`config.mk`:
```
export PLATFORM = sky130hd
export DESIGN_NAME = demux4x32_reg
export DESIGN_NICKNAME = d
export VERILOG_FILES = /design/src/rtl/cpu_mux_pkg.sv /design/src/rtl/demux_slot.sv /design/src/rtl/demux4x32_reg.sv
export SDC_FILE = /design/constraint.sdc
export NUM_CORES = 1
export LEC_CHECK = 0
export ABC_CLOCK_PERIOD_IN_PS = 4300
export BUFFER_PORTS_ARGS = -buffer_cell sky130_fd_sc_hd__buf_2
export CORE_UTILIZATION = 51
export DETAILED_ROUTE_END_ITERATION = 16
export HOLD_SLACK_MARGIN = 0.05
export PLACE_DENSITY = 0.85
export RECOVER_POWER = 50
export REMOVE_ABC_BUFFERS = 1
export SYNTH_ARGS = -nofsm -noshare
export SYNTH_HDL_FRONTEND = slang
export SYNTH_HIERARCHICAL = 1
export SYNTH_SLANG_ARGS = --single-unit
```
`constraint.sdc`:
```
create_clock -name clk -period 4.3 [get_ports clk]
set_input_delay 0.86 -clock clk [delete_from_list [all_inputs] [get_ports clk]]
set_output_delay 0.86 -clock clk [all_outputs]
set_load 0.005 [all_outputs]
```
`src/rtl/cpu_mux_pkg.sv`:
```
// +-----------------------------------------------------------------------+
// | cpu_mux_pkg : shared channel count and select type for CPU muxes     |
// | Rev 1.0                                                               |
// +-----------------------------------------------------------------------+
`default_nettype none

package cpu_mux_pkg;
  localparam int NCH   = 4;
  localparam int SEL_W = 2;
  typedef logic [SEL_W-1:0] sel_t;
endpackage

`default_nettype wire

```
`src/rtl/demux_slot.sv`:
```
// +-----------------------------------------------------------------------+
// | demux_slot : one-entry valid/ready holding register                   |
// | Rev 1.0                                                               |
// +-----------------------------------------------------------------------+
`default_nettype none

module demux_slot #(
  parameter int               WIDTH    = 32,
  parameter logic [WIDTH-1:0] RST_DATA = '0
) (
  input  logic             clk,
  input  logic             rst,
  input  logic             i_load,
  input  logic [WIDTH-1:0] i_data,
  input  logic             i_ready,
  output logic [WIDTH-1:0] o_data,
  output logic             o_valid
);

  logic [WIDTH-1:0] r_data;
  logic             r_valid;

  // A load in the same cycle as a drain keeps the slot full with the new beat.
  always_ff @(posedge clk) begin
    if (rst) begin
      r_valid <= 1'b0;
      r_data  <= RST_DATA;
    end else begin
      if (i_load) begin
        r_valid <= 1'b1;
        r_data  <= i_data;
      end else if (r_valid && i_ready) begin
        r_valid <= 1'b0;
      end
    end
  end

  assign o_data  = r_data;
  assign o_valid = r_valid;

endmodule

`default_nettype wire

```
`src/rtl/demux4x32_reg.sv`:
```
// +-----------------------------------------------------------------------+
// | demux4x32_reg : registered 1-to-4 demux with per-channel handshake    |
// | Optional drain counters built when DEMUX4X32_CNT_EN is defined.       |
// | Rev 1.0                                                               |
// +-----------------------------------------------------------------------+
`default_nettype none

module demux4x32_reg
  import cpu_mux_pkg::*;
#(
  parameter int               WIDTH    = 32,
  parameter logic [WIDTH-1:0] RST_DATA = '0
) (
  input  logic             clk,
  input  logic             rst,
  input  logic [WIDTH-1:0] i_data,
  input  logic [1:0]       i_sel,
  input  logic             i_valid,
  output logic             o_ready,
  output logic [WIDTH-1:0] o_y0,
  output logic [WIDTH-1:0] o_y1,
  output logic [WIDTH-1:0] o_y2,
  output logic [WIDTH-1:0] o_y3,
  output logic             o_y0_valid,
  output logic             o_y1_valid,
  output logic             o_y2_valid,
  output logic             o_y3_valid,
  input  logic             i_y0_ready,
  input  logic             i_y1_ready,
  input  logic             i_y2_ready,
  input  logic             i_y3_ready,
  output logic [63:0]      o_cnt
);

  sel_t           w_sel;
  logic [NCH-1:0] w_valid;
  logic [NCH-1:0] w_yready;
  logic [NCH-1:0] w_load;
  logic           w_acc;

  assign w_sel    = i_sel;
  assign w_yready = {i_y3_ready, i_y2_ready, i_y1_ready, i_y0_ready};

  // Only the selected channel's consumer ready reaches o_ready combinationally.
  assign o_ready = ~rst & (~w_valid[w_sel] | w_yready[w_sel]);
  assign w_acc   = i_valid & o_ready;

  generate
    for (genvar k = 0; k < NCH; k++) begin : g_slot
      logic [WIDTH-1:0] w_data;
      logic             w_vld;

      assign w_load[k]  = w_acc & (w_sel == sel_t'(k));
      assign w_valid[k] = w_vld;

      demux_slot #(
        .WIDTH    (WIDTH),
        .RST_DATA (RST_DATA)
      ) u_slot (
        .clk     (clk),
        .rst     (rst),
        .i_load  (w_load[k]),
        .i_data  (i_data),
        .i_ready (w_yready[k]),
        .o_data  (w_data),
        .o_valid (w_vld)
      );
    end
  endgenerate

  assign o_y0       = g_slot[0].w_data;
  assign o_y1       = g_slot[1].w_data;
  assign o_y2       = g_slot[2].w_data;
  assign o_y3       = g_slot[3].w_data;
  assign o_y0_valid = w_valid[0];
  assign o_y1_valid = w_valid[1];
  assign o_y2_valid = w_valid[2];
  assign o_y3_valid = w_valid[3];

`ifdef DEMUX4X32_CNT_EN
  generate
    for (genvar k = 0; k < NCH; k++) begin : g_cnt
      logic [15:0] r_cnt;

      always_ff @(posedge clk) begin
        if (rst) begin
          r_cnt <= 16'h0000;
        end else if (w_valid[k] && w_yready[k]) begin
          r_cnt <= r_cnt + 16'd1;
        end
      end
    end
  endgenerate

  assign o_cnt = {g_cnt[3].r_cnt, g_cnt[2].r_cnt, g_cnt[1].r_cnt, g_cnt[0].r_cnt};
`else
  assign o_cnt = 64'h0;
`endif

endmodule

`default_nettype wire

```
==> impl_metrics.toml <==
[sta]
fin_worst_skew_ns = 0.00530
hold_violations = 0
rsz0062_at_grt = "false"
worst_pin_slew_ns = 1.44
clock.fmax_mhz = 356
slew_headroom_pct = 3.99
maxSlewViolCount = 0
hold_ws_ns = 0.491
finalSetupTns_ns = 0
finalCritPeriodShare_pct = 65.3
period_needed_ns = 2.81
setup_viol = 0

[final_layout]
fin_area_um2 = 6430
layoutNonFillerInstCount = 829
final_net_count = 721
drive_above_1_share_pct = 20.9
area_growth_syn_to_layout_pct = 18.7
diodes = 0
nFillCells = 885

[synth]
async_flop_share_pct = 0
synth_area_um2 = 5420
synth_area_leader_cell = "dfxtp_1"
synth_top_area_share_pct = 48.8
synth_seq_area_share_pct = 48.8
synth_common_cells = "dfxtp_1, nor2_1, mux2i_1"
ys_types = 21
synthFlopType = "dfxtp_1"
yosys_warnings = 6
avgSynthCellArea_um2 = 10.5
ys_ff_latch = 132
syn_inst = 515
synth_edf_count = 0
netlist_top_cells_area = "dfxtp_1, mux2i_1, nor2_1"
synth.most_common_cell = "dfxtp_1"

[die]
fp.dieW_um = 105
chipHeight_um = 105
placementRows = 37
coreArea_um2 = 10300
ios = 238
dieArea_um2 = 11000
start_util_pct = 52.5

[route]
routed_via_density = 4.74
drt_iter0_drc = 157
ant_nets = 0
dr.pass1.iters = 4
num_vias = 3933
drc = 0
wl_per_cell_um = 14.1
wirelength_mm = 11.7

[worst_setup_path]
required_ns = 4.65
critPathArrivalTime_ns = 3.15
worstSetupPathType = "in -> reg"
worst_setup_path_end_kind = "register"
cp-start-kind = "input port"
crit_path_max_fanout = 54

[clock_network]
ctsLongestPathBuffers = 2
clkLatencyLatePin_ns = 0.50
cts_tree = "done"
htree_num_levels = 4
clock-root-buffer = "clkbuf_8"
hold_buffers = 0
cts_sinks = 132
cts_resized = 0
cts_setup_buffers = 0
clkTransAtPathRegs_ns = 0.06
cts_made_buffers = 17

[power]
p_leak_nw = 2.68
p_per_area_nw_per_um2 = 444
power_mw = 2.85
irDropWorstVdd_mv = 0.345

[global_route]
grt_overflow = 0
grt_max_degree = 83
grt_antenna_before_repair = 0
first_global_vias = 3789
grt_pass1_wl_mm = 18.7
grt_usage_pct = 21.5

[place]
dp.cells = 797
hpwl_mm = 7.87
placed_area_um2 = 5920
port_buffers = 173
gp_congestion = 0.801

[hold_path]
min_path_type = "reg -> reg"

[run]
max_cap_viol_count = 0

[outcome]
status = "finished clean"
## placed cells by master, fill, tap and decap left out
cell and instances:
mux2i_1 128, clkinv_2 2, nand2b_1 5, clkbuf_1 70, bufinv_16 3, or4bb_1 2
conb_1 64, clkbuf_8 2, clkbuf_16 16, nor2_1 129, inv_1 7, clkinv_4 3
a311oi_1 1, nor2_4 1, clkinvlp_4 4, a2111oi_2 1, nand3_1 1, buf_4 6
nand4b_1 1, a21oi_1 4, o21ai_0 2, nor2b_1 1, dfxtp_1 132, buf_2 105
nor3_2 2, nand3b_1 1
## worst max-delay path, cell delays in order
cell and delay (ns):
buf_4 0.26, nand3b_1 0.33, nor3_2 0.20, clkbuf_1 1.07, mux2i_1 0.32, nor2_1 0.07
## registers in the layout, summed over array words and instances, names as in the netlist
signal                 cells
g_slot.u_slot/o_valid      4
g_slot.u_slot/o_data     128
## worst paths after layout
path | from | endpoint | slack, ns | depth (start not counted)
setup / recovery | rst | g_slot[1].u_slot/o_data[27] | 1.49 | 6
hold / removal | g_slot[0].u_slot/o_data[14] | g_slot[0].u_slot/o_data[14] | 0.49 | 2
setup reg to reg | g_slot[1].u_slot/o_valid | g_slot[1].u_slot/o_data[27] | 2.02 | 5
hold reg to reg | g_slot[0].u_slot/o_data[14] | g_slot[0].u_slot/o_data[14] | 0.49 | 2
## power by group
group	leakage [nW]	total [mW]	switching (mW)	internal [mW]
clock	0.277	1.42	0.520	0.899
combinational	1.33	0.169	0.104	0.0647
sequential	1.07	1.26	0.0146	1.25
total	2.68	2.85	0.639	2.21
## metal layers
metal  GRT usage, %  vias up  wire (um)  part of all wire, %
met5              0        -          0                    0
met4           8.25        0        181                  1.6
met2           38.4      157       6150                   53
li1               -     1888          -                    -
met3           7.05       15        660                  5.7
met1           23.6     1873       4660                   40
## stage by stage
step                      utilization, %  setup WS, ns
final                               62.3          1.49
after floorplan                        -         -4.72
after global routing                62.3          1.39
after global placement              57.4          1.58
after detailed placement            57.4          1.50
after CTS                           63.1          1.62
## kinds of logic after synthesis
group	synth area share [%]
other	0.0692
AOI/OAI and AO/OA	0.878
buffers and inverters	15.9
DFF	48.8
and+or+nand+nor	10.7
muxes	23.7
## area by class of cell
| cell class | count | area, um^2 | area share, % |
|---|---|---|---|
| Clock buffer | 20 | 435 | 6.77 |
| Clock inverter | 12 | 156 | 2.43 |
| Inverter | 7 | 26.3 | 0.409 |
| Multi-Input combinational cell | 343 | 2170 | 33.8 |
| Sequential cell | 132 | 2640 | 41.1 |
| Tap cell | 136 | 170 | 2.65 |
| Timing Repair Buffer | 179 | 826 | 12.8 |
Note: power is estimated with default switching activity, not from simulation.
